`src/rtl/key_ascii_pkg.sv`:
```
// Shared scan-code / ASCII constants for the keyboard-to-character path.
package key_ascii_pkg;

  localparam logic [7:0] SC_SPACE  = 8'h29;
  localparam logic [7:0] SC_BKSP   = 8'h66;
  localparam logic [7:0] SC_COMMA  = 8'h41;
  localparam logic [7:0] SC_PERIOD = 8'h49;
  localparam logic [7:0] SC_MINUS  = 8'h4E;

  localparam logic [7:0] ASCII_NONE   = 8'h00;
  localparam logic [7:0] ASCII_BS     = 8'h08;
  localparam logic [7:0] ASCII_SP     = 8'h20;
  localparam logic [7:0] ASCII_COMMA  = 8'h2C;
  localparam logic [7:0] ASCII_MINUS  = 8'h2D;
  localparam logic [7:0] ASCII_PERIOD = 8'h2E;
  localparam logic [7:0] ASCII_ZERO   = 8'h30;
  localparam logic [7:0] ASCII_UC_A   = 8'h41;
  localparam logic [7:0] ASCII_LC_A   = 8'h61;

endpackage

```
`src/rtl/key_ascii_fifo_if.sv`:
```
// Key-event / character-queue bundle between keyboard controller, FIFO and editor.
interface key_ascii_fifo_if #(parameter int ADDR_W = 4);
  logic [7:0]      KeyData;
  logic            KeyReleased;
  logic            CharRead;
  logic [7:0]      CharOut;
  logic            CharValid;
  logic            Full;
  logic [ADDR_W:0] Count;
  logic            Overflow;

  modport master (
    output KeyData, KeyReleased, CharRead,
    input  CharOut, CharValid, Full, Count, Overflow
  );

  modport slave (
    input  KeyData, KeyReleased, CharRead,
    output CharOut, CharValid, Full, Count, Overflow
  );
endinterface

```
`src/rtl/key_ascii_fifo_scancode_to_ascii.sv`:
```
// Combinational PS/2 set-2 scan code to ASCII lookup; unmapped codes give 8'h00.
// Letter case is selected by KEY_ASCII_UPPERCASE_EN (lowercase when undefined).
module scancode_to_ascii
  import key_ascii_pkg::*;
(
  input  logic [7:0] code,
  output logic [7:0] ascii
);

`ifdef KEY_ASCII_UPPERCASE_EN
  localparam logic [7:0] LETTER_BASE = ASCII_UC_A;
`else
  localparam logic [7:0] LETTER_BASE = ASCII_LC_A;
`endif

  logic       is_letter, is_digit;
  logic [4:0] letter_idx;
  logic [3:0] digit_idx;

  always_comb begin
    is_letter  = 1'b1;
    letter_idx = 5'd0;
    unique case (code)
      8'h1C: letter_idx = 5'd0;
      8'h32: letter_idx = 5'd1;
      8'h21: letter_idx = 5'd2;
      8'h23: letter_idx = 5'd3;
      8'h24: letter_idx = 5'd4;
      8'h2B: letter_idx = 5'd5;
      8'h34: letter_idx = 5'd6;
      8'h33: letter_idx = 5'd7;
      8'h43: letter_idx = 5'd8;
      8'h3B: letter_idx = 5'd9;
      8'h42: letter_idx = 5'd10;
      8'h4B: letter_idx = 5'd11;
      8'h3A: letter_idx = 5'd12;
      8'h31: letter_idx = 5'd13;
      8'h44: letter_idx = 5'd14;
      8'h4D: letter_idx = 5'd15;
      8'h15: letter_idx = 5'd16;
      8'h2D: letter_idx = 5'd17;
      8'h1B: letter_idx = 5'd18;
      8'h2C: letter_idx = 5'd19;
      8'h3C: letter_idx = 5'd20;
      8'h2A: letter_idx = 5'd21;
      8'h1D: letter_idx = 5'd22;
      8'h22: letter_idx = 5'd23;
      8'h35: letter_idx = 5'd24;
      8'h1A: letter_idx = 5'd25;
      default: is_letter = 1'b0;
    endcase
  end

  always_comb begin
    is_digit  = 1'b1;
    digit_idx = 4'd0;
    unique case (code)
      8'h45: digit_idx = 4'd0;
      8'h16: digit_idx = 4'd1;
      8'h1E: digit_idx = 4'd2;
      8'h26: digit_idx = 4'd3;
      8'h25: digit_idx = 4'd4;
      8'h2E: digit_idx = 4'd5;
      8'h36: digit_idx = 4'd6;
      8'h3D: digit_idx = 4'd7;
      8'h3E: digit_idx = 4'd8;
      8'h46: digit_idx = 4'd9;
      default: is_digit = 1'b0;
    endcase
  end

  always_comb begin
    ascii = ASCII_NONE;
    if (is_letter)      ascii = LETTER_BASE + {3'b000, letter_idx};
    else if (is_digit)  ascii = ASCII_ZERO + {4'b0000, digit_idx};
    else begin
      case (code)
        SC_SPACE:  ascii = ASCII_SP;
        SC_BKSP:   ascii = ASCII_BS;
        SC_COMMA:  ascii = ASCII_COMMA;
        SC_PERIOD: ascii = ASCII_PERIOD;
        SC_MINUS:  ascii = ASCII_MINUS;
        default:   ascii = ASCII_NONE;
      endcase
    end
  end

endmodule

```
`src/rtl/key_ascii_fifo.sv`:
```
// Key-release capture, scan-code translation and first-word-fall-through character FIFO.
// Letter case follows KEY_ASCII_UPPERCASE_EN (see scancode_to_ascii).
module key_ascii_fifo
  import key_ascii_pkg::*;
#(
  parameter int DEPTH  = 16,
  parameter int ADDR_W = 4
) (
  input  logic           sys_Clk,
  input  logic           Reset,
  key_ascii_fifo_if.slave bus
);

  localparam logic [ADDR_W:0] FULL_CNT = (ADDR_W+1)'(DEPTH);

  logic                       cap_vld_d, cap_vld_q;
  logic [7:0]                 cap_code_d, cap_code_q;
  logic [ADDR_W-1:0]          wr_ptr_d, wr_ptr_q;
  logic [ADDR_W-1:0]          rd_ptr_d, rd_ptr_q;
  logic [ADDR_W:0]            count_d, count_q;
  logic                       ovf_d, ovf_q;
  logic [DEPTH-1:0][7:0]      mem_d, mem_q;

  logic [7:0] ascii;
  logic       empty, full, wr_req, push, pop;

  scancode_to_ascii u_lut (
    .code  (cap_code_q),
    .ascii (ascii)
  );

  assign empty = (count_q == '0);
  assign full  = (count_q == FULL_CNT);

  always_comb begin
    cap_vld_d  = bus.KeyReleased;
    cap_code_d = bus.KeyReleased ? bus.KeyData : cap_code_q;

    wr_req = cap_vld_q && (ascii != ASCII_NONE);
    pop    = bus.CharRead && !empty;
    // A pop in the same cycle frees the slot, so a write at full still fits.
    push   = wr_req && (!full || pop);
    ovf_d  = ovf_q | (wr_req && full && !pop);

    wr_ptr_d = push ? wr_ptr_q + 1'b1 : wr_ptr_q;
    rd_ptr_d = pop  ? rd_ptr_q + 1'b1 : rd_ptr_q;

    count_d = count_q;
    case ({push, pop})
      2'b10:   count_d = count_q + 1'b1;
      2'b01:   count_d = count_q - 1'b1;
      default: count_d = count_q;
    endcase

    mem_d = mem_q;
    if (push) mem_d[wr_ptr_q] = ascii;
  end

  always_ff @(posedge sys_Clk) begin
    if (Reset) begin
      cap_vld_q  <= 1'b0;
      cap_code_q <= 8'h00;
      wr_ptr_q   <= '0;
      rd_ptr_q   <= '0;
      count_q    <= '0;
      ovf_q      <= 1'b0;
    end else begin
      cap_vld_q  <= cap_vld_d;
      cap_code_q <= cap_code_d;
      wr_ptr_q   <= wr_ptr_d;
      rd_ptr_q   <= rd_ptr_d;
      count_q    <= count_d;
      ovf_q      <= ovf_d;
    end
  end

  // Storage needs no reset: a zero count masks stale entries.
  always_ff @(posedge sys_Clk) begin
    mem_q <= mem_d;
  end

  assign bus.CharOut   = empty ? ASCII_NONE : mem_q[rd_ptr_q];
  assign bus.CharValid = !empty;
  assign bus.Full      = full;
  assign bus.Count     = count_q;
  assign bus.Overflow  = ovf_q;

endmodule
```
`src/flat_wrapper.sv`:
```
// flat-port wrapper written by rule: the top's interface ports become plain ports
module key_ascii_fifo_flat import key_ascii_pkg::*;
#(
  parameter int DEPTH  = 16,
  parameter int ADDR_W = 4
)
  (sys_Clk, Reset, bus_KeyData, bus_KeyReleased, bus_CharRead, bus_CharOut, bus_CharValid, bus_Full, bus_Count, bus_Overflow);
  key_ascii_fifo_if #(.ADDR_W(ADDR_W)) bus_i ();
  input  logic sys_Clk;
  input  logic Reset;
  input wire logic [$bits(bus_i.KeyData)-1:0] bus_KeyData;
  input wire logic [$bits(bus_i.KeyReleased)-1:0] bus_KeyReleased;
  input wire logic [$bits(bus_i.CharRead)-1:0] bus_CharRead;
  output wire logic [$bits(bus_i.CharOut)-1:0] bus_CharOut;
  output wire logic [$bits(bus_i.CharValid)-1:0] bus_CharValid;
  output wire logic [$bits(bus_i.Full)-1:0] bus_Full;
  output wire logic [$bits(bus_i.Count)-1:0] bus_Count;
  output wire logic [$bits(bus_i.Overflow)-1:0] bus_Overflow;
  assign bus_i.KeyData = bus_KeyData;
  assign bus_i.KeyReleased = bus_KeyReleased;
  assign bus_i.CharRead = bus_CharRead;
  assign bus_CharOut = bus_i.CharOut;
  assign bus_CharValid = bus_i.CharValid;
  assign bus_Full = bus_i.Full;
  assign bus_Count = bus_i.Count;
  assign bus_Overflow = bus_i.Overflow;
  key_ascii_fifo #(.DEPTH(DEPTH), .ADDR_W(ADDR_W)) u_core (.sys_Clk(sys_Clk), .Reset(Reset), .bus(bus_i));
endmodule
```
`config.mk`:
```
export PLATFORM = sky130hd
export DESIGN_NAME = key_ascii_fifo_flat
export DESIGN_NICKNAME = d
export VERILOG_FILES = /design/src/rtl/key_ascii_pkg.sv /design/src/rtl/key_ascii_fifo_if.sv /design/src/rtl/key_ascii_fifo_scancode_to_ascii.sv /design/src/rtl/key_ascii_fifo.sv /design/src/flat_wrapper.sv
export SDC_FILE = /design/constraint.sdc
export NUM_CORES = 1
export LEC_CHECK = 0
export ABC_CLOCK_PERIOD_IN_PS = 4700
export BUFFER_PORTS_ARGS = -buffer_cell sky130_fd_sc_hd__buf_2
export CAP_MARGIN = 20
export CORE_ASPECT_RATIO = 0.6
export CORE_MARGIN = 2
export CORE_UTILIZATION = 45
export CTS_BUF_LIST = sky130_fd_sc_hd__clkbuf_8
export CTS_CLUSTER_DIAMETER = 80
export DETAILED_ROUTE_END_ITERATION = 10
export SYNTH_ARGS = -nofsm -noshare
export SYNTH_HDL_FRONTEND = slang
export SYNTH_SLANG_ARGS = --single-unit
export TNS_END_PERCENT = 50
```
`constraint.sdc`:
```
create_clock -name sys_Clk -period 4.7 [get_ports sys_Clk]
set_clock_uncertainty 0.05 [all_clocks]
set_input_delay 1.41 -clock sys_Clk [delete_from_list [all_inputs] [get_ports sys_Clk]]
set_output_delay 1.41 -clock sys_Clk [all_outputs]
set_load 0.05 [all_outputs]
```
==> flow_summary.toml <==
[status]
status = "finished, final reports clean"

[cells_and_area]
area_delta_synth_final_pct = 10.8
diodes = 0
layout_commonest_cell = "edfxtp_1"
num-nets-final = 537
drive_above_1_share = 0.239
final_cell_mix = "edfxtp_1 (128), mux4_2 (40), nor2_1 (36), buf_2 (27), dfxtp_1 (22)"

[timing]
fmax_ghz = 0.236
setup_viol = 0
fin_crit_sh = 0.903
whs_ps = 448
slew_headroom = 0.457
rsz0062_at_grt = "false"
final_hold_viol_count = 0
maxSlewViolCount = 0
min_period_ps = 4250
finalSetupTns_ps = 0
worst_slew_pin_slew_ps = 812

[power]
p_total_mw = 3.21
ir_drop_mv = 0.256
power_density_nw_per_um2 = 407
cellLeakagePower_nw = 2.74

[synthesis]
synth_edf_count = 128
synth_top_family_by_area = "multiplexers"
ys_seq_elements = 151
yosysUniqueCellTypes = 66
synth_simple_gate_area_frac = 0.118
synthAdderAreaFrac = 0.0200
synthCells = 480
synth_xor_xnor_area_share = 0.0111
ys_seq_area_frac = 0.604
synth_compound_area_frac = 0.0620
synth_area_um2 = 7120
muxShareOfSynthArea = 0.156
async_reset_ff_frac = 0
syn_avg_cell_area_um2 = 14.8
yosysWarnings = 0
ys.flop_type = "edfxtp_1"

[global_routing]
grt_pass1_wl_um = 24600
grt_use_total = 0.198
busiest_layer = "met1"
grt_use_met1 = 0.314
use_met3 = 0.0621
gr-total-overflow = 0
grtUsageMet2 = 0.266
grt_pass1_vias = 4049
antenna_found_initial = 1
grt_max_degree = 36

[floorplan]
dieArea_um2 = 16900
ioPinCount = 28
die_w_um = 166
num_rows = 35
initial_utilization = 0.462
die_h_um = 101
coreArea_um2 = 15400

[critical_path]
worstPathMaxFanout = 24
r2r_slack_ps = 580
critical_path_arrival_ps = 2790
worstSetupPathType = "reg2out"
start_kind = "register"
endpoint_kind = "output pin"
required_ps = 3240

[route]
avgViaCountPerCell = 5.88
vias = 4300
routed_wl_um = 15800
wl_per_cell_um = 21.7
first_iter_violations = 433
final_antenna_net_count = 0
dr.pass1.iters = 5
drc = 0

[cts]
cts_tree = "done"
h-tree-depth = 4
cts_resized = 0
cts_root_buf = "clkbuf_8"
clk_latency_ps = 440
cts_buffer_depth = 2
cts-buffers-inserted = 17
clk_pin_slew_worst_paths_ps = 90
post_cts_buffers = 0
clock-sinks = 151
hold_buffers = 0

[placed_design]
place.gp.congestion = 0.879
dp_hpwl_um = 10900
port_buffers = 27

[run]
maxCapViolations = 0

[worst_hold_path]
hold_class = "reg2reg"
-- logic make-up (layout without fill, tap and decap cells) --
| kind of cell | Yosys count | after routing |
|---|---|---|
| AO/OA/AOI/OAI | 58 | 58 |
| other | 1 | 16 |
| XOR/XNOR | 9 | 9 |
| flip-flops | 151 | 151 |
| adder cells (fa/ha/maj) | 11 | 11 |
| AND/OR/NAND/NOR | 148 | 148 |
| buffers and inverters | 44 | 77 |
| multiplexers | 58 | 58 |
-- cells in the mapped netlist (all sizes together) (4+ instances only) --
master | n | area share
mux2i | 13 | 0.020
a21oi | 12 | 0.0084
nand2b | 8 | 0.0070
xnor2 | 4 | 0.0049
nor2 | 36 | 0.019
inv | 7 | 0.0037
o211ai | 4 | 0.0049
and2 | 11 | 0.0097
xor2 | 5 | 0.0061
mux4 | 40 | 0.13
o21ai | 7 | 0.0049
edfxtp | 128 | 0.54
nor4b | 5 | 0.0070
nor2b | 18 | 0.016
buf | 20 | 0.015
nand4 | 4 | 0.0035
nor3 | 4 | 0.0028
ha | 9 | 0.016
nand3 | 9 | 0.0063
mux2 | 5 | 0.0095
nand2 | 14 | 0.0074
clkbuf | 17 | 0.0090
dfxtp | 23 | 0.065
and3 | 18 | 0.016
-- worst paths after layout --
kind,startpoint,endpoint,cells past startpoint
worst max-delay path,u_core.rd_ptr_q[0],bus_CharOut[3],5
worst min-delay path,u_core.bus.Overflow,u_core.bus.Overflow,2
worst max register to register,u_core.cap_code_q[4],u_core.bus.Count[4],12
worst min register to register,u_core.bus.Overflow,u_core.bus.Overflow,2
-- power by group --
part,internal [mW],switching [mW]
Combinational,0.247,0.451
Clock,0.442,0.558
Sequential,1.47,0.0420
-- metrics by stage --
step           instances  instance area, µm²  utilization  worst slack (ps)
3_5_place_dp         699                7490        0.486               670
3_3_place_gp         699                7490        0.486               751
5_1_grt              731                7890        0.512               293
2_1_floorplan        495                7180            -               726
6_report             731                7890        0.512               454
4_1_cts              731                7890        0.512               388
-- worst max-delay path, stage by stage (launching register included) --
cell and delay [ps]:
dfxtp_2 600, buf_12 280, mux4_2 580, mux4_2 480, and2_1 170, buf_2 210
-- metal layers --
metal / vias up / wire, µm
met2: 167 / 6410
li1: 1940 / -
met4: 0 / 89
met1: 2184 / 7950
met3: 9 / 1400
met5: - / 0
-- area by class of cell --
class | count | area (µm²)
sequential | 151 | 4310
fill | 1323 | 7530
tap | 203 | 254
inverter | 7 | 26.3
clock inverter | 15 | 160
timing repair buffer | 38 | 230
clock buffer | 17 | 234
multi-input combinational | 300 | 2680
-- flip-flops by register name, indices dropped and copies added (netlist names) --
| register | flops |
|---|---|
| u_core.rd_ptr_q | 4 |
| u_core.wr_ptr_q | 4 |
| u_core.cap_vld_q | 1 |
| u_core.mem_q | 128 |
| u_core.cap_code_q | 8 |
| u_core.bus.Overflow | 1 |
| u_core.bus.Count | 5 |
Note: power is estimated with default switching activity, not from simulation.
